[config.mk]
export PLATFORM = sky130hd
export DESIGN_NAME = vga_anim_sequencer
export DESIGN_NICKNAME = d
export VERILOG_FILES = /design/src/rtl/vga_anim_sequencer.sv
export SDC_FILE = /design/constraint.sdc
export NUM_CORES = 1
export LEC_CHECK = 0
export BUFFER_PORTS_ARGS = -buffer_cell sky130_fd_sc_hd__buf_4
export CORE_MARGIN = 1
export CORE_UTILIZATION = 55
export CTS_CLUSTER_SIZE = 12
export DETAILED_ROUTE_END_ITERATION = 8
export GPL_TIMING_DRIVEN = 0
export MAX_ROUTING_LAYER = met4
export PLACE_DENSITY = 0.84
export SLEW_MARGIN = 20
export SYNTH_ARGS = -nofsm -noshare
export SYNTH_HDL_FRONTEND = slang
export SYNTH_SLANG_ARGS = --single-unit
[constraint.sdc]
create_clock -name clk -period 5.59 [get_ports clk]
set_clock_uncertainty 0.05 [all_clocks]
set_input_delay 0.2795 -clock clk [delete_from_list [all_inputs] [get_ports clk]]
set_output_delay 0.2795 -clock clk [all_outputs]
set_load 0.02 [all_outputs]
[src/rtl/vga_anim_sequencer.sv]
// rtl/vga_anim_sequencer.sv - frame-synchronous animation phase and layer-limit controller
// Single-clock replacement for the vsync-clocked counter; config is applied only at frame edges.
module vga_anim_sequencer #(
  parameter int         PHASE_W    = 10,
  parameter logic [5:0] LAYERS_RST = 6'd63
) (
  input  logic               clk,
  input  logic               rst_n,
  input  logic               vsync,
  input  logic [2:0]         cfg_speed,
  input  logic               cfg_dir,
  input  logic               cfg_pause,
  input  logic               cfg_step,
  input  logic [5:0]         cfg_layers,
  output logic [PHASE_W-1:0] phase,
  output logic [5:0]         layers,
  output logic               frame_tick,
  output logic               paused
);

  typedef enum logic [1:0] {
    RUN   = 2'd0,
    PAUSE = 2'd1,
    STEP  = 2'd2
  } state_t;

  state_t state, next_state;

  logic [2:0] speed_m, speed_s;
  logic       dir_m, dir_s;
  logic       pause_m, pause_s;
  logic       step_m, step_s, step_prev;
  logic [5:0] layers_m, layers_s;

  logic vsync_q;
  logic fe;
  logic fe_q;
  logic step_req;
  logic advance;
  logic [PHASE_W-1:0] inc;

  // Two-flop synchronisers on every asynchronous configuration pin.
  always_ff @(posedge clk or negedge rst_n) begin
    if (!rst_n) begin
      speed_m   <= '0;
      speed_s   <= '0;
      dir_m     <= 1'b0;
      dir_s     <= 1'b0;
      pause_m   <= 1'b0;
      pause_s   <= 1'b0;
      step_m    <= 1'b0;
      step_s    <= 1'b0;
      step_prev <= 1'b0;
      layers_m  <= '0;
      layers_s  <= '0;
    end else begin
      speed_m   <= cfg_speed;
      speed_s   <= speed_m;
      dir_m     <= cfg_dir;
      dir_s     <= dir_m;
      pause_m   <= cfg_pause;
      pause_s   <= pause_m;
      step_m    <= cfg_step;
      step_s    <= step_m;
      step_prev <= step_s;
      layers_m  <= cfg_layers;
      layers_s  <= layers_m;
    end
  end

  assign step_req = step_s & ~step_prev;
  assign fe       = vsync & ~vsync_q;
  assign inc      = PHASE_W'({1'b0, speed_s} + 4'd1);

  // fe is registered so every output moves one edge after vsync is first sampled high.
  always_ff @(posedge clk or negedge rst_n) begin
    if (!rst_n) begin
      vsync_q <= 1'b0;
      fe_q    <= 1'b0;
    end else begin
      vsync_q <= vsync;
      fe_q    <= fe;
    end
  end

  always_ff @(posedge clk or negedge rst_n) begin
    if (!rst_n) begin
      state <= RUN;
    end else begin
      state <= next_state;
    end
  end

  always_comb begin
    next_state = state;
    advance    = 1'b0;
    case (state)
      RUN: begin
        if (fe_q) begin
          advance = 1'b1;
          if (pause_s) next_state = PAUSE;
        end
      end
      PAUSE: begin
        // A step coincident with a frame edge defers its advance to the following edge.
        if (step_req)      next_state = STEP;
        else if (!pause_s) next_state = RUN;
      end
      STEP: begin
        if (fe_q) begin
          advance    = 1'b1;
          next_state = pause_s ? PAUSE : RUN;
        end
      end
      default: next_state = RUN;
    endcase
  end

  always_ff @(posedge clk or negedge rst_n) begin
    if (!rst_n) begin
      phase      <= '0;
      layers     <= LAYERS_RST;
      frame_tick <= 1'b0;
      paused     <= 1'b0;
    end else begin
      frame_tick <= fe_q;
      paused     <= (next_state != RUN);
      if (fe_q) layers <= layers_s;
      if (advance) phase <= dir_s ? (phase - inc) : (phase + inc);
    end
  end

endmodule

==> summary.md, run 1 <==
| Metric | Value |
|---|---|
| Final worst path period share | 59.32% |
| Net count, final | 230 |
| Maximum clock path buffer count | 2 |
| Final global-route overflow total | 0 |
| Kind of capture point of the worst setup path | flip-flop |
| Syn nets | 190 |
| Sinks on Clock Net | 47 |
| Number of routed nets with antenna violations | 0 |
| Finish-stage setup viols | 0 |
| Clock tree from TritonCTS | done |
| Number of antenna repair diodes | 0 |
| Global-route wire length before repair | 6.244 mm |
| Proportion of synthesized flip-flops having asynchronous set or reset | 100.0% |
| Port-buffer cells | 32 |
| Cell with the biggest individual delay on the critical path | sky130_fd_sc_hd__dfrtp_1 |
| Routed WL | 3.662 mm |
| Worst Hold Class | in2reg |
| Type of origin of the critical path | flip-flop |
| Dominant cell type by count on the critical path | sky130_fd_sc_hd__ha_1 |
| Number of hold violations in the final report | 0 |
| Critical path arrival | 3500 ps |
| Maximum number of pins on one net before global-route repair | 48 |
| Critical path start-end classification | reg2reg |
| Maximum fanout along the worst path | 9 |
| Clock-pin transition on the worst setup and hold timing paths | 90 ps |
| Worst rel slew slack | 62.55% |
| Commonest cells after routing, fill and taps aside | 41 x sky130_fd_sc_hd__dfrtp_1, 32 x sky130_fd_sc_hd__buf_4, 11 x sky130_fd_sc_hd__o21ai_0, 11 x sky130_fd_sc_hd__ha_1 |
| CTS Buf Count | 5 |
| Register area share after synthesis | 57.93% |
| Cell types occupying the most area after synthesis | sky130_fd_sc_hd__dfrtp_1 50%, sky130_fd_sc_hd__dfstp_2 7.7%, sky130_fd_sc_hd__ha_1 6.7% |
| Num ports | 33 |
| Total number of placement rows | 21 |
| Leakage | 1.153 nW |
| Register bit total from synthesis | 47 |
| First-pass iteration count of the detailed router | 5 |
| Total power consumption of the routed design | 1.145 mW |
| Number of distinct library cells after synthesis | 42 |
| Sequential cell area | 0.001184 mm^2 |
| Dominant synthesized flop cell | sky130_fd_sc_hd__dfrtp_1 |
| Residual DRC count | 0 |
| Filler Cells Inserted | 241 |
| 1st-iter DRT viols | 71 |
| Largest area contributor in the synthesized netlist | sky130_fd_sc_hd__dfrtp_1 |
| HPWL after detailed placement | 2.718 mm |
| Insertion delay of the later-clocked pin in the worst-skew pair | 300 ps |
| EDFF count, synth | 0 |
| Detailed-route wire length per cell | 14.65 um |
| Crit path required time | 5770 ps |
| Critical Path, Cell by Cell | ha_1 -> xor2_1 -> nor3_1 -> ha_1 -> or2_2 -> ha_1 -> buf_6 -> a21oi_1 -> nand2_8 -> or3_1 -> mux2_4 -> a31oi_4 -> xor2_1 |
| Post-CTS sizing | 0 |
| Via count normalized by instance count | 5.536 |
| Critical path's largest stage delay | 470 ps |
| PD cells | 464.4 mW/mm^2 |
| Proportion of netlist area held by the largest area contributor | 50.21% |
| Minimum clock period | 3316 ps |
| Root Driver | sky130_fd_sc_hd__clkbuf_8 |
| Area of the mapped netlist | 0.002043 mm^2 |
| Fin util | 71.65% |
| Multi-input gate area in the final layout | 798.3 um^2 |
| Worst VDD drop | 0.3011 mV |
| Slew Viols, Final | 0 |
| Die Outline Area | 0.003963 mm^2 |
| Via Count | 1384 |
| Yosys warns | 0 |
| Total negative setup slack | 0 ps |
| RSZ-0062 raised after global routing | false |
| Maximum capacitance violations | 0 |
| Status | complete, no violations |
| Area of the placeable core | 0.003442 mm^2 |
| Die H | 62.95 um |
| Global routing usage summed across all routing layers | 21.14% |
| Initial standard-cell utilization of the core | 59.36% |
| Setup repair bufs after CTS | 0 |
| Transition time at the pin with the least slew margin | 561.8 ps |
| Number of antenna violations at the first check in global routing | 0 |
| Average instance area after synthesis | 12.54 um^2 |
| Area growth from synthesis to final layout | 20.70% |
| Chip width | 62.95 um |
| Fmax | 0.3016 GHz |
| Final estimated routing congestion in global placement | 0.9591 |
| Most common cell after layout, fill and taps aside | sky130_fd_sc_hd__dfrtp_1 |
| Via count of the first global-routing pass | 1466 |
| Ratio of cells with drive above 1 in the final layout | 31.86% |
| Hold buffer count at CTS | 1 |
| Synth Instances | 163 |
| Clock H-tree levels | 2 |
==> cell families (layout without fill, tap and decap cells) <==
kind of cell	after synthesis	in the layout	synth area share [%]
AND/OR/NAND/NOR	42	42	12.37
AO/OA/AOI/OAI	30	30	9.981
XOR/XNOR	9	9	3.858
flip-flops	47	47	57.93
adder cells (fa/ha/maj)	12	12	7.716
multiplexers	9	9	5.144
buffers and inverters	14	55	3.001
==> through the flow <==
step	cell area (um^2)	instances	setup WS [ps]	hold slack, ps
5_1_grt	2466	250	2077	10.35
3_5_place_dp	2341	241	2294	259.8
6_report	2466	250	2274	32.25
4_1_cts	2466	250	2274	15.99
3_3_place_gp	2341	241	2409	246.8
2_1_floorplan	2043	163	2516	-66.09
==> critical path, delay by kind of cell (launching register included) <==
kind                       cells  cell delay [ps]
adders and majority gates      3              760
xor gates and xnor gates       2              330
muxes                          1              280
DFF                            1              470
AOI/OAI and AO/OA              2              500
buffers and inverters          1              140
and+or+nand+nor                4              730
==> path summary, 6_finish.rpt <==
path | slack, ps | cells after the start | from | end
hold / removal | 30 | 1 | cfg_layers[3] | layers_m[3]$_DFF_PN0_
setup reg to reg | 2270 | 13 | speed_s[0]$_DFF_PN0_ | phase[9]$_DFFE_PN0P_
min in group asynchronous | 460 | 2 | rst_n | frame_tick$_DFF_PN0_
setup / recovery | 2270 | 13 | speed_s[0]$_DFF_PN0_ | phase[9]$_DFFE_PN0P_
max in group asynchronous | 4640 | 2 | rst_n | layers[3]$_DFFE_PN1P_
hold reg to reg | 300 | 0 | speed_m[1]$_DFF_PN0_ | speed_s[1]$_DFF_PN0_
==> synthesized netlist by cell type (2+ instances only) <==
cell,n
sky130_fd_sc_hd__a21o_1,2
sky130_fd_sc_hd__a21oi_1,7
sky130_fd_sc_hd__clkbuf_1,2
sky130_fd_sc_hd__dfrtp_1,41
sky130_fd_sc_hd__dfstp_2,6
sky130_fd_sc_hd__ha_1,11
sky130_fd_sc_hd__inv_1,10
sky130_fd_sc_hd__mux2_2,8
sky130_fd_sc_hd__nand2_1,10
sky130_fd_sc_hd__nand2b_1,7
sky130_fd_sc_hd__nand3_1,2
sky130_fd_sc_hd__nand4_1,2
sky130_fd_sc_hd__nor2_1,5
sky130_fd_sc_hd__nor3_1,2
sky130_fd_sc_hd__o21ai_0,11
sky130_fd_sc_hd__o21bai_1,2
sky130_fd_sc_hd__or2_2,2
sky130_fd_sc_hd__or3_1,2
sky130_fd_sc_hd__xnor2_1,6
sky130_fd_sc_hd__xor2_1,3
==> report_power, final <==
part	switching (mW)	internal (mW)
sequential	0.0427	0.397
combinational	0.251	0.206
clock	0.113	0.135
total	0.407	0.738
==> cell type report <==
cell class | instances | share of cell area (%)
Tap cell | 46 | 2.334
Clock inverter | 3 | 1.877
Clock buffer | 5 | 2.790
Multi-Input combinational cell | 102 | 32.37
Buffer | 4 | 0.9640
Sequential cell | 47 | 48.00
Inverter | 10 | 1.522
Timing Repair Buffer | 33 | 10.15
==> layer usage <==
layer	global-route usage, %	up-vias	wire, um	share of wire, %
met2	37.63	45	1985	54
met5	-	-	0	0
met1	22.22	682	1429	39
met3	4.745	12	161	4.4
met4	9.012	0	86	2.3
li1	-	645	-	-
==> sequential cells by signal (all words and copies together) (netlist names) <==
name        cells
paused          1
layers          6
dir_s           1
state           2
speed_s         3
pause_s         1
step_m          1
layers_s        6
pause_m         1
step_s          1
frame_tick      1
vsync_q         1
dir_m           1
layers_m        6
fe_q            1
step_prev       1
speed_m         3
phase          10
Power figures use the tool's default switching activity.
==> run 2, diff against run 1 <==
--- a/config.mk
+++ b/config.mk
@@ -5,6 +5,7 @@
 export SDC_FILE = /design/constraint.sdc
 export NUM_CORES = 1
 export LEC_CHECK = 0
+export ABC_AREA = 1
 export BUFFER_PORTS_ARGS = -buffer_cell sky130_fd_sc_hd__buf_4
 export CORE_MARGIN = 1
 export CORE_UTILIZATION = 55
==> constraint.sdc (replaced) <==
create_clock -name clk -period 3.35 [get_ports clk]
set_clock_uncertainty 0.05 [all_clocks]
set_input_delay 0.1675 -clock clk [delete_from_list [all_inputs] [get_ports clk]]
set_output_delay 0.1675 -clock clk [all_outputs]
set_load 0.02 [all_outputs]
==> run 2 against run 1 <==
  * Cell count rose by 21%
  * Count of clock-buffer cells in the layout unchanged
  * Total power grew 56%
  * Fmax increased by 18%
  * Via count increased by 8.5%
  * Sequential share of layout area is 1.1 points lower
  * Non-clock buffer count is 10 higher
  * Critical path depth grew 1
  * Register-to-register slack lost 1700 ps
  * Worst setup slack got worse by 1700 ps
  * Synthesized area shrank 2.1%
  * Highest routed layer unchanged
==> summary.md, run 2 <==
| Metric | Value |
|---|---|
| Status | complete, no violations |
| Proportion of netlist area held by the largest area contributor | 51.31% (+1.1 points) |
| Leakage | 1.320 nW (+14%) |
| Int Pwr | 1.127 mW (+53%) |
| Cell types occupying the most area after synthesis | sky130_fd_sc_hd__dfrtp_1 51%, sky130_fd_sc_hd__nand2_1 13%, sky130_fd_sc_hd__dfstp_2 7.9% |
| Maximum fanout along the worst path | 4 (-5) |
| Fin Hold WS | 266.7 ps (+234.4 ps) |
| Hold buffer count at CTS | 14 (+13) |
| Maximum capacitance violations | 0 (unchanged) |
| Net count, final | 283 (+23%) |
| Final global-route overflow total | 0 (unchanged) |
| Critical path arrival | 3030 ps (-470 ps) |
| Max reg flops | 10 (unchanged) |
| Area of the placeable core | 0.003416 mm^2 (-0.76%) |
| Minimum clock period | 2802 ps (-513.6 ps) |
| Largest family of logic cells by synthesized area | simple AND/OR/NAND/NOR gates |
| Residual DRC count | 0 (unchanged) |
| Fmax | 0.3569 GHz (+18%) |
| Portion of netlist area occupied by mux cells | 0% (-5.1 points) |
| Die Outline Area | 0.003881 mm^2 (-2.1%) |
| Maximum clock path buffer count | 2 (unchanged) |
| Number of antenna repair diodes | 0 (unchanged) |
| Global-route wire length before repair | 6.382 mm (+2.2%) |
| Register with the most flip-flops | phase |
| Largest area contributor in the synthesized netlist | sky130_fd_sc_hd__dfrtp_1 |
| Initial standard-cell utilization of the core | 58.53% (-0.83 points) |
| Part of the total power dissipated in combinational logic | 40.0% (about the same) |
| CTS Buf Count | 5 (unchanged) |
| Chip width | 62.30 um (-1.0%) |
| Synth Instances | 203 (+25%) |
| Number of antenna violations at the first check in global routing | 0 (unchanged) |
| Detailed-route wire length per cell | 12.45 um (-15%) |
| Fin cells | 303 (+21%) |
| Worst Hold Class | in2async |
| Most common cell after layout, fill and taps aside | sky130_fd_sc_hd__nand2_1 |
| Sinks on Clock Net | 47 (unchanged) |
| Final Worst Setup Slack | 547.8 ps (-1726 ps) |
| Post-CTS sizing | 0 (unchanged) |
| Xor and xnor fraction of the mapped netlist area | 2.190% (-1.7 points) |
| Number of hold violations in the final report | 0 (unchanged) |
| Global routing usage summed across all routing layers | 22.66% (+1.5 points) |
| Placed Instances | 281 (+17%) |
| Transition time at the pin with the least slew margin | 552.2 ps (-9.621 ps) |
| Slew Viols, Final | 0 (unchanged) |
| Commonest cells after routing, fill and taps aside | 70 x sky130_fd_sc_hd__nand2_1, 41 x sky130_fd_sc_hd__dfrtp_1, 32 x sky130_fd_sc_hd__buf_4 |
| HPWL after detailed placement | 2.456 mm (-9.7%) |
| Via Count | 1501 (+8.5%) |
| Sequential Power Share | 40.6% (+2.2 points) |
| Die H | 62.30 um (-1.0%) |
| Syn nets | 230 (+21%) |
| Ratio of cells with drive above 1 in the final layout | 22.18% (-9.7 points) |
| First-pass iteration count of the detailed router | 6 (+1) |
| Num ports | 33 (unchanged) |
| Clock tree from TritonCTS | done |
| Post-placement setup slack | 575.6 ps (-1718 ps) |
| Insertion delay of the later-clocked pin in the worst-skew pair | 370 ps (+70 ps) |
| Via count of the first global-routing pass | 1484 (+1.2%) |
| Net switching share of the total power | 36.91% (+1.4 points) |
| EDFF count, synth | 0 (unchanged) |
| Compound-cell area share of the yosys netlist | 4.756% (-5.2 points) |
| Register bit total from synthesis | 47 (unchanged) |
| Setup repair bufs after CTS | 0 (unchanged) |
| Most frequently used cell type in the post-synthesis netlist | sky130_fd_sc_hd__nand2_1 |
| Routed WL | 3.773 mm (+3.0%) |
| Type of origin of the critical path | flip-flop |
| RSZ-0062 raised after global routing | false |
| Kind of capture point of the worst setup path | flip-flop |
| Clock H-tree levels | 2 (unchanged) |
| Finish-stage setup viols | 0 (unchanged) |
| Portion of total power attributed to the clock network | 19.4% (-2.3 points) |
| Startpoint of the worst register-to-register path | speed_s[0]$_DFF_PN0_ |
| Fraction of the mapped netlist area in simple logic gates | 21.09% (+8.7 points) |
| Worst VDD drop | 0.3904 mV (+30%) |
| Cell depth of the worst flop-to-flop path | 14 (+1) |
| Crit path required time | 3580 ps (-2190 ps) |
| Most instantiated cells after synthesis | 70 x sky130_fd_sc_hd__nand2_1, 41 x sky130_fd_sc_hd__dfrtp_1, 21 x sky130_fd_sc_hd__inv_1 |
| Area growth from synthesis to final layout | 26.16% |
| Adder and majority gate portion of the synthesized area | 7.885% (+0.17 points) |
| DP Area | 0.002297 mm^2 (-1.9%) |
| Area of the mapped netlist | 0.001999 mm^2 (-2.1%) |
| Summed area of non-filler cells in the final layout | 0.002522 mm^2 (+2.3%) |
| Proportion of synthesized flip-flops having asynchronous set or reset | 100.0% (unchanged) |
| Final worst path period share | 83.65% (+24 points) |
| Crit Reg-Reg Endpoint | phase[6]$_DFFE_PN0P_ |
| Maximum number of pins on one net before global-route repair | 48 (unchanged) |
| Worst rel slew slack | 63.19% (+0.64 points) |
| Root Driver | sky130_fd_sc_hd__clkbuf_4 |
| Number of distinct library cells after synthesis | 26 (-38%) |
| Via count normalized by instance count | 4.954 (-11%) |
| Number of routed nets with antenna violations | 0 (unchanged) |
| Dominant synthesized flop cell | sky130_fd_sc_hd__dfrtp_1 |
| Critical path start-end classification | reg2reg |
| Port-buffer cells | 32 (unchanged) |
| PD cells | 708.0 mW/mm^2 (+52%) |
| Final estimated routing congestion in global placement | 0.8181 (-15%) |
| Clock-pin transition on the worst setup and hold timing paths | 150 ps (+60 ps) |
| Filler Cells Inserted | 241 (unchanged) |
| Total number of placement rows | 21 (unchanged) |
| 1st-iter DRT viols | 91 (+28%) |
| Average instance area after synthesis | 9.849 um^2 (-21%) |
| Register area share after synthesis | 59.20% (+1.3 points) |
| Reg-to-reg slack, setup | 550 ps (-1730 ps) |
| Switching pwr | 0.6592 mW (+62%) |
| Total negative setup slack | 0 ps (unchanged) |
| Yosys warns | 0 (unchanged) |
## run 2: changes by cell type in the layout (fill, tap and decap cells not counted), sizes merged, moves of 7 or more
cell         delta
dlygate4sd3    +13
nand3          +13
nand2          +59
nand2b          -7
inv            +13
mux2            -9
## run 2: cells by family after synthesis
| logic type | Yosys count |
|---|---|
| flip-flops | 47 |
| adder cells (fa/ha/maj) | 12 |
| XOR/XNOR | 5 |
| AND/OR/NAND/NOR | 98 |
| AO/OA/AOI/OAI | 17 |
| buffers and inverters | 24 |
## run 2: metal layers
metal	global-route usage, %	vias up	share of wire, %
met5	-	-	0
met4	9.884	0	2.0
li1	-	747	-
met3	6.066	7	3.6
met1	23.07	714	40
met2	40.66	33	54
## run 2: power by group through the flow
stage                     sequential (mW)  combinational (mW)  clock [mW]
final                               0.725               0.714       0.347
after global routing                0.738               0.793       0.387
after CTS                           0.725               0.711       0.353
after detailed placement            0.735               0.695           0
after global placement              0.732               0.671           0
after floorplan                     0.810               0.408           0
## run 2: area by class of cell
cell class	instances	area, um^2	area share, %
multi-input combinational	132	718.2	28.47
tap	46	57.56	2.282
buffer	1	11.26	0.4464
clock buffer	5	37.54	1.488
clock inverter	3	47.55	1.885
timing repair buffer	46	380.4	15.08
inverter	23	86.33	3.423
sequential	47	1184	46.92
## run 2: critical path: stages (launching register included)
cell and delay [ps]:
sky130_fd_sc_hd__dfrtp_1 420, sky130_fd_sc_hd__ha_1 330, sky130_fd_sc_hd__nor2_1 160, sky130_fd_sc_hd__inv_1 70, sky130_fd_sc_hd__a21oi_1 170, sky130_fd_sc_hd__ha_1 270, sky130_fd_sc_hd__o21ai_0 180, sky130_fd_sc_hd__ha_1 300
sky130_fd_sc_hd__nand3_1 110, sky130_fd_sc_hd__nand3_2 110, sky130_fd_sc_hd__nand3_1 90, sky130_fd_sc_hd__nand2_1 60, sky130_fd_sc_hd__or2_2 270, sky130_fd_sc_hd__nand3_1 70, sky130_fd_sc_hd__nand2_1 50
## run 2: worst max path at each step
stage                    startpoint                    to  slack, ps
2_1_floorplan  speed_s[0]$_DFF_PN0_  phase[6]$_DFFE_PN0P_        870
3_3_place_gp   speed_s[0]$_DFF_PN0_  phase[6]$_DFFE_PN0P_        690
3_5_place_dp   speed_s[0]$_DFF_PN0_  phase[6]$_DFFE_PN0P_        580
4_1_cts        speed_s[0]$_DFF_PN0_  phase[6]$_DFFE_PN0P_        560
5_1_grt        speed_s[0]$_DFF_PN0_  phase[9]$_DFFE_PN0P_        310
6_report       speed_s[0]$_DFF_PN0_  phase[6]$_DFFE_PN0P_        550
## run 2: metrics by stage
stage	utilization [%]	power [mW]
after floorplan	-	1.218
after global placement	67.25	1.403
after detailed placement	67.25	1.430
after CTS	73.85	1.789
after global routing	73.85	1.918
final	73.85	1.786
